==> src/rtl/vga_hex_writer_if.sv <==
`default_nettype none
// ============================================================================
// Module   : vga_hex_writer_if
// Purpose  : Bundles the refresh handshake, the debug-bank read port and the
//            character-buffer write port of vga_hex_writer.
// Revision : 1.0
// ============================================================================
interface vga_hex_writer_if #(
    parameter int NUM_SLOTS = 32
);
    localparam int c_ADDR_W = (NUM_SLOTS > 1) ? $clog2(NUM_SLOTS) : 1;

    logic                start;
    logic                busy;
    logic                done;
    logic [c_ADDR_W-1:0] dbg_addr;
    logic [31:0]         dbg_data;
    logic                wen;
    logic [11:0]         w_addr;
    logic [7:0]          w_data;

    modport master (
        input  start,
        input  dbg_data,
        output busy,
        output done,
        output dbg_addr,
        output wen,
        output w_addr,
        output w_data
    );

    modport slave (
        output start,
        output dbg_data,
        input  busy,
        input  done,
        input  dbg_addr,
        input  wen,
        input  w_addr,
        input  w_data
    );
endinterface
`default_nettype wire

==> src/rtl/vga_hex_writer.sv <==
`default_nettype none
// ============================================================================
// Module   : vga_hex_writer
// Purpose  : Scans a bank of 32-bit debug words and writes each one as eight
//            uppercase hex characters into the 80x30 text buffer.
// Revision : 1.0
// ============================================================================
module vga_hex_writer #(
    parameter int NUM_SLOTS     = 32,
    parameter int SLOTS_PER_ROW = 4,
    parameter int SLOT_WIDTH    = 20,
    parameter int ROW_BASE      = 2,
    parameter int VALUE_COL     = 4
) (
    input  logic             clk,
    input  logic             rstn,
    vga_hex_writer_if.master bus
);

    localparam int c_ADDR_W = (NUM_SLOTS > 1) ? $clog2(NUM_SLOTS) : 1;
    localparam logic [c_ADDR_W-1:0] c_LAST_SLOT = c_ADDR_W'(NUM_SLOTS - 1);
    localparam int c_LAST_ADDR = (ROW_BASE + (NUM_SLOTS - 1) / SLOTS_PER_ROW) * 80
                               + ((NUM_SLOTS - 1) % SLOTS_PER_ROW) * SLOT_WIDTH
                               + VALUE_COL + 7;

    localparam logic [2:0] c_ST_IDLE  = 3'd0;
    localparam logic [2:0] c_ST_FETCH = 3'd1;
    localparam logic [2:0] c_ST_LATCH = 3'd2;
    localparam logic [2:0] c_ST_WRITE = 3'd3;
    localparam logic [2:0] c_ST_DONE  = 3'd4;

    generate
        if (c_LAST_ADDR > 2399) begin : g_bad_layout
            $error("vga_hex_writer: slot layout runs past character address 2399");
        end
    endgenerate

    function automatic logic [11:0] base_addr(input logic [c_ADDR_W-1:0] s);
        int v;
        v = (ROW_BASE + int'(s) / SLOTS_PER_ROW) * 80
          + (int'(s) % SLOTS_PER_ROW) * SLOT_WIDTH + VALUE_COL;
        return v[11:0];
    endfunction

    function automatic logic [7:0] hex_char(input logic [3:0] n);
        return (n < 4'd10) ? (8'h30 + {4'h0, n}) : (8'h37 + {4'h0, n});
    endfunction

    logic [2:0]          r_state;
    logic [c_ADDR_W-1:0] r_slot;
    logic [2:0]          r_nib;
    logic [31:0]         r_word;
    logic                r_pending;

    logic [2:0]          w_state_nxt;
    logic [c_ADDR_W-1:0] w_slot_nxt;
    logic [2:0]          w_nib_nxt;
    logic [31:0]         w_word_nxt;
    logic                w_pending_nxt;

    logic                r_busy;
    logic                r_done;
    logic                r_wen;
    logic [11:0]         r_w_addr;
    logic [7:0]          r_w_data;
    logic [c_ADDR_W-1:0] r_dbg_addr;

    logic                w_busy_nxt;
    logic                w_done_nxt;
    logic                w_wen_nxt;
    logic [11:0]         w_w_addr_nxt;
    logic [7:0]          w_w_data_nxt;
    logic [c_ADDR_W-1:0] w_dbg_addr_nxt;

    always_ff @(posedge clk or negedge rstn) begin
        if (!rstn) begin
            r_state   <= c_ST_IDLE;
            r_slot    <= '0;
            r_nib     <= 3'd0;
            r_word    <= 32'd0;
            r_pending <= 1'b0;
        end else begin
            r_state   <= w_state_nxt;
            r_slot    <= w_slot_nxt;
            r_nib     <= w_nib_nxt;
            r_word    <= w_word_nxt;
            r_pending <= w_pending_nxt;
        end
    end

    // A start seen anywhere but IDLE is remembered; DONE consumes it together
    // with a start arriving in that same cycle.
    always_comb begin
        w_state_nxt   = r_state;
        w_slot_nxt    = r_slot;
        w_nib_nxt     = r_nib;
        w_word_nxt    = r_word;
        w_pending_nxt = r_pending | bus.start;
        case (r_state)
            c_ST_IDLE: begin
                w_pending_nxt = 1'b0;
                if (bus.start) begin
                    w_state_nxt = c_ST_FETCH;
                    w_slot_nxt  = '0;
                end
            end
            c_ST_FETCH: begin
                w_state_nxt = c_ST_LATCH;
            end
            c_ST_LATCH: begin
                w_word_nxt  = bus.dbg_data;
                w_nib_nxt   = 3'd0;
                w_state_nxt = c_ST_WRITE;
            end
            c_ST_WRITE: begin
                if (r_nib == 3'd7) begin
                    if (r_slot == c_LAST_SLOT) begin
                        w_state_nxt = c_ST_DONE;
                    end else begin
                        w_slot_nxt  = r_slot + c_ADDR_W'(1);
                        w_state_nxt = c_ST_FETCH;
                    end
                end else begin
                    w_nib_nxt = r_nib + 3'd1;
                end
            end
            c_ST_DONE: begin
                w_pending_nxt = 1'b0;
                if (r_pending || bus.start) begin
                    w_state_nxt = c_ST_FETCH;
                    w_slot_nxt  = '0;
                end else begin
                    w_state_nxt = c_ST_IDLE;
                end
            end
            default: begin
                w_state_nxt   = c_ST_IDLE;
                w_pending_nxt = 1'b0;
            end
        endcase
    end

    // Outputs are decoded from the next state so they can be registered
    // without adding a cycle of latency.
    always_comb begin
        w_busy_nxt     = (w_state_nxt != c_ST_IDLE);
        w_done_nxt     = (w_state_nxt == c_ST_DONE);
        w_wen_nxt      = (w_state_nxt == c_ST_WRITE);
        w_dbg_addr_nxt = r_dbg_addr;
        w_w_addr_nxt   = r_w_addr;
        w_w_data_nxt   = r_w_data;
        if (w_state_nxt == c_ST_FETCH) begin
            w_dbg_addr_nxt = w_slot_nxt;
        end
        if (w_state_nxt == c_ST_WRITE) begin
            w_w_addr_nxt = base_addr(w_slot_nxt) + {9'd0, w_nib_nxt};
            w_w_data_nxt = hex_char(w_word_nxt[{~w_nib_nxt, 2'b00} +: 4]);
        end
    end

    always_ff @(posedge clk or negedge rstn) begin
        if (!rstn) begin
            r_busy     <= 1'b0;
            r_done     <= 1'b0;
            r_wen      <= 1'b0;
            r_w_addr   <= 12'd0;
            r_w_data   <= 8'd0;
            r_dbg_addr <= '0;
        end else begin
            r_busy     <= w_busy_nxt;
            r_done     <= w_done_nxt;
            r_wen      <= w_wen_nxt;
            r_w_addr   <= w_w_addr_nxt;
            r_w_data   <= w_w_data_nxt;
            r_dbg_addr <= w_dbg_addr_nxt;
        end
    end

    assign bus.busy     = r_busy;
    assign bus.done     = r_done;
    assign bus.wen      = r_wen;
    assign bus.w_addr   = r_w_addr;
    assign bus.w_data   = r_w_data;
    assign bus.dbg_addr = r_dbg_addr;

endmodule
`default_nettype wire

==> src/flat_wrapper.sv <==
// flat-port wrapper written by rule: the top's interface ports become plain ports
module vga_hex_writer_flat 
#(
    parameter int NUM_SLOTS     = 32,
    parameter int SLOTS_PER_ROW = 4,
    parameter int SLOT_WIDTH    = 20,
    parameter int ROW_BASE      = 2,
    parameter int VALUE_COL     = 4
)
  (clk, rstn, bus_start, bus_dbg_data, bus_busy, bus_done, bus_dbg_addr, bus_wen, bus_w_addr, bus_w_data);
  vga_hex_writer_if #(.NUM_SLOTS(NUM_SLOTS)) bus_i ();
  input  logic clk;
  input  logic rstn;
  input wire logic [$bits(bus_i.start)-1:0] bus_start;
  input wire logic [$bits(bus_i.dbg_data)-1:0] bus_dbg_data;
  output wire logic [$bits(bus_i.busy)-1:0] bus_busy;
  output wire logic [$bits(bus_i.done)-1:0] bus_done;
  output wire logic [$bits(bus_i.dbg_addr)-1:0] bus_dbg_addr;
  output wire logic [$bits(bus_i.wen)-1:0] bus_wen;
  output wire logic [$bits(bus_i.w_addr)-1:0] bus_w_addr;
  output wire logic [$bits(bus_i.w_data)-1:0] bus_w_data;
  assign bus_i.start = bus_start;
  assign bus_i.dbg_data = bus_dbg_data;
  assign bus_busy = bus_i.busy;
  assign bus_done = bus_i.done;
  assign bus_dbg_addr = bus_i.dbg_addr;
  assign bus_wen = bus_i.wen;
  assign bus_w_addr = bus_i.w_addr;
  assign bus_w_data = bus_i.w_data;
  vga_hex_writer #(.NUM_SLOTS(NUM_SLOTS), .SLOTS_PER_ROW(SLOTS_PER_ROW), .SLOT_WIDTH(SLOT_WIDTH), .ROW_BASE(ROW_BASE), .VALUE_COL(VALUE_COL)) u_core (.clk(clk), .rstn(rstn), .bus(bus_i));
endmodule
==> config.mk <==
export PLATFORM = sky130hd
export DESIGN_NAME = vga_hex_writer_flat
export DESIGN_NICKNAME = d
export VERILOG_FILES = /design/src/rtl/vga_hex_writer_if.sv /design/src/rtl/vga_hex_writer.sv /design/src/flat_wrapper.sv
export SDC_FILE = /design/constraint.sdc
export NUM_CORES = 1
export LEC_CHECK = 0
export ABC_AREA = 1
export BUFFER_PORTS_ARGS = -buffer_cell sky130_fd_sc_hd__buf_2
export CORE_MARGIN = 5
export CORE_UTILIZATION = 38
export CTS_CLUSTER_DIAMETER = 60
export DETAILED_ROUTE_END_ITERATION = 12
export PLACE_DENSITY = 0.64
export SYNTH_ARGS = -nofsm -noshare
export SYNTH_HDL_FRONTEND = slang
export SYNTH_SLANG_ARGS = --single-unit
==> constraint.sdc <==
create_clock -name clk -period 3.75 [get_ports clk]
set_input_delay 0.1875 -clock clk [delete_from_list [all_inputs] [get_ports clk]]
set_output_delay 0.1875 -clock clk [all_outputs]
set_load 0.02 [all_outputs]
==> impl_metrics.yaml <==
logic_synthesis:
  yosys_warnings: 0
  synthAdderAreaFrac_pct: 5.12
  yosys.area_share.simple_pct: 26.0
  synth-seq-cells: 71
  synthDistinctLibCells: 40
  async_reset_ff_share_pct: 100
  muxShareOfSynthArea_pct: 0
  synthXorXnorAreaFrac_pct: 1.15
  seq_area_frac_synth_pct: 46.6
  syn_nets: 535
  synth_area_per_cell_um2: 7.86
  synth_compound_area_share_pct: 8.60
  synth_edf_count: 0
  synth_flop_cell: "dfrtp_1"
  synth_top_family_by_area: "simple AND/OR/NAND/NOR gates"
  netlist_area_um2: 3810
  syn_inst: 485
critical_path:
  endpoint: "u_core.bus.w_addr[9]"
  r2r_cells: 15
  crit_type: "register to register"
  worst_setup_path_end_kind: "register"
  reg2reg_slack_ps: 360
  cp_max_fo: 7
  cp.arrival_ps: 3610
  reg2reg_from: "u_core.r_nib[0]"
  startpoint: "u_core.r_nib[0]"
  start_kind: "register"
  required_ps: 3970
  r2r_end: "u_core.bus.w_addr[9]"
route:
  num_vias: 3101
  antenna_left: 0
  drtIter0Drc: 154
  first_pass_iters: 4
  vias_per_cell: 4.49
  drc: 0
  post_drt_wl_per_cell_um: 12.1
  drt_wl_total_um: 8350
sta:
  hold_violations: 0
  fin_crit_sh_pct: 90.3
  grt_setup_unrepaired: "false"
  max_freq_mhz: 295
  setup_ws_ps: 363
  tightestPinTransition_ps: 833
  max-slew-margin-rel_pct: 44.5
  clock_skew_ps: 5.96
  setup_viol: 0
  period_needed_ps: 3390
  fin_setup_tns_ps: 0
  slew_violations: 0
global_route:
  use_met1_pct: 19.9
  grt_first_pass_wirelength_um: 14100
  top_usage_layer: "met2"
  grt_overflow: 0
  met2_usage_pct: 23.5
  grt_start_max_net_pins: 52
  antenna_found_initial: 0
  grt_pass1_vias: 3083
  use_met3_pct: 3.79
  grtUsageTotal_pct: 14.9
clock_tree:
  cts_tree: "built"
  h-tree-depth: 3
  root_buffer: "clkbuf_8"
  cts_buffer_depth: 2
  numCtsBuffers: 9
  clk-insertion-delay-late_ps: 340
  clkTransAtPathRegs_ps: 70
  numClockSinks: 71
die:
  die_y_um: 110
  core_area_um2: 9770
  pin_count: 63
  die_w_um: 110
  die_area_um2: 12100
  num_rows: 36
  start_util_pct: 39.0
layout:
  syn_to_final_growth_pct: 16.1
  finish.instance_area_um2: 4420
  nets: 604
  final_common_cell: "nand2_1"
  diodes: 0
  seq_area_um2: 1780
  mostFrequentLayoutCells: "nand2_1 (137), inv_1 (95), dfrtp_1 (71), buf_2 (61), o21ai_0 (39)"
  multi_input_area_um2: 1560
  fill_cells: 961
  fin_cells: 690
  layout-drive-gt1-share_pct: 19.7
flow_run:
  cap_violations: 0
place:
  port-buffer-count: 61
  dp_hpwl_um: 6140
  pre_cts_ws_ps: 301
  place_congestion: 0.842
  place_area_um2: 4250
  dp_cells: 675
power:
  powerDensity_nw_per_um2: 1060
  max-vdd-ir-drop_mv: 0.451
  leakage_nw: 2.45
min_path:
  hp-class: "input pin to register"
outcome:
  status: "complete, no violations"
## flip-flops by register name (all words and copies together), names as in the netlist
| name | cells |
|---|---|
| u_core.bus.w_data | 7 |
| u_core.bus.wen | 1 |
| u_core.bus.done | 1 |
| u_core.bus.busy | 1 |
| u_core.r_slot | 5 |
| u_core.r_word | 32 |
| u_core.r_pending | 1 |
| u_core.r_state | 3 |
| u_core.bus.dbg_addr | 5 |
| u_core.r_nib | 3 |
| u_core.bus.w_addr | 12 |
## logic make-up after synthesis
family / Yosys count
buffers and inverters: 112
other: 1
xor gates and xnor gates: 5
AOI/OAI and AO/OA: 58
adders and majority gates: 15
DFF: 71
and+or+nand+nor: 223
## per-layer routing
metal / vias to the layer above / wire [um] / part of all wire (%)
li1: 1617 / - / -
met1: 1418 / 4040 / 48
met2: 57 / 3800 / 46
met3: 9 / 398 / 4.8
met4: 0 / 108 / 1.3
met5: - / 0 / 0
## power breakdown
group | switching [W] | internal (W) | total (W)
combinational | 0.00189 | 0.00101 | 0.00290
clock | 0.000270 | 0.000269 | 0.000538
sequential | 0.000139 | 0.00113 | 0.00127
## timing repair
| item | CTS | global route |
|---|---|---|
| endpoints found under the hold margin | 35 | 0 |
| endpoints found under the setup margin | 0 | 2 |
| buffers inserted | 0 | 0 |
| resized for setup | 0 | 2 |
| hold buffers | 1 | 0 |
## area by class of cell
type | count | area share [%]
timing repair buffer | 69 | 8.32
inverter | 101 | 8.68
clock inverter | 1 | 0.113
clock buffer | 13 | 3.59
multi-input combinational | 302 | 35.4
sequential | 71 | 40.2
tap | 133 | 3.76
## stage by stage
| step | power [W] | util (%) | hold slack [ps] |
|---|---|---|---|
| global placement | 0.00409 | 43.4 | 330 |
| detailed placement | 0.00418 | 43.4 | 342 |
| global route | 0.00524 | 45.3 | 140 |
| CTS | 0.00475 | 45.2 | 99.2 |
| finish | 0.00471 | 45.3 | 116 |
| floorplan | 0.00351 | - | -108 |
## cell usage after synthesis (2+ instances only)
master,n,share of area (%)
o21ai_2,3,0.69
xnor2_1,3,0.69
inv_2,2,0.20
o21ai_1,2,0.26
buf_2,4,0.53
nand3_2,2,0.53
buf_4,2,0.39
nor2_2,3,0.49
or2_2,3,0.49
o21ai_0,39,5.1
dfrtp_1,71,47
a21oi_1,8,1.1
clkinv_1,3,0.30
nand3_1,37,4.9
nand2_1,137,13
buf_6,2,0.59
nand2_2,8,1.3
inv_1,95,9.4
ha_1,14,4.6
nor2_1,19,1.9
or2_1,3,0.49
nor3_1,6,0.79
xor2_1,2,0.46
## worst max-delay path: stages (launching register included)
cell	delay, ps
dfrtp_1	410
ha_1	210
nand2_1	160
nor2_1	190
nand2_1	110
o21ai_0	230
inv_1	100
ha_1	290
inv_1	50
ha_1	170
ha_1	200
fa_1	520
inv_1	70
nor3_1	280
xnor2_1	170
o21ai_0	90
## worst min path at each step
| stage | cells past startpoint | from | slack, ps | end |
|---|---|---|---|---|
| 4_1_cts | 3 | bus_dbg_data[16] | 100 | u_core.r_word[16] |
| 2_1_floorplan | 0 | rstn | -110 | u_core.bus.busy |
| 5_1_grt | 3 | bus_dbg_data[16] | 140 | u_core.r_word[16] |
| 3_5_place_dp | 1 | rstn | 340 | u_core.bus.dbg_addr[2] |
| 6_report | 3 | bus_dbg_data[16] | 120 | u_core.r_word[16] |
| 3_3_place_gp | 1 | rstn | 330 | u_core.bus.dbg_addr[1] |
Power figures use the tool's default switching activity.
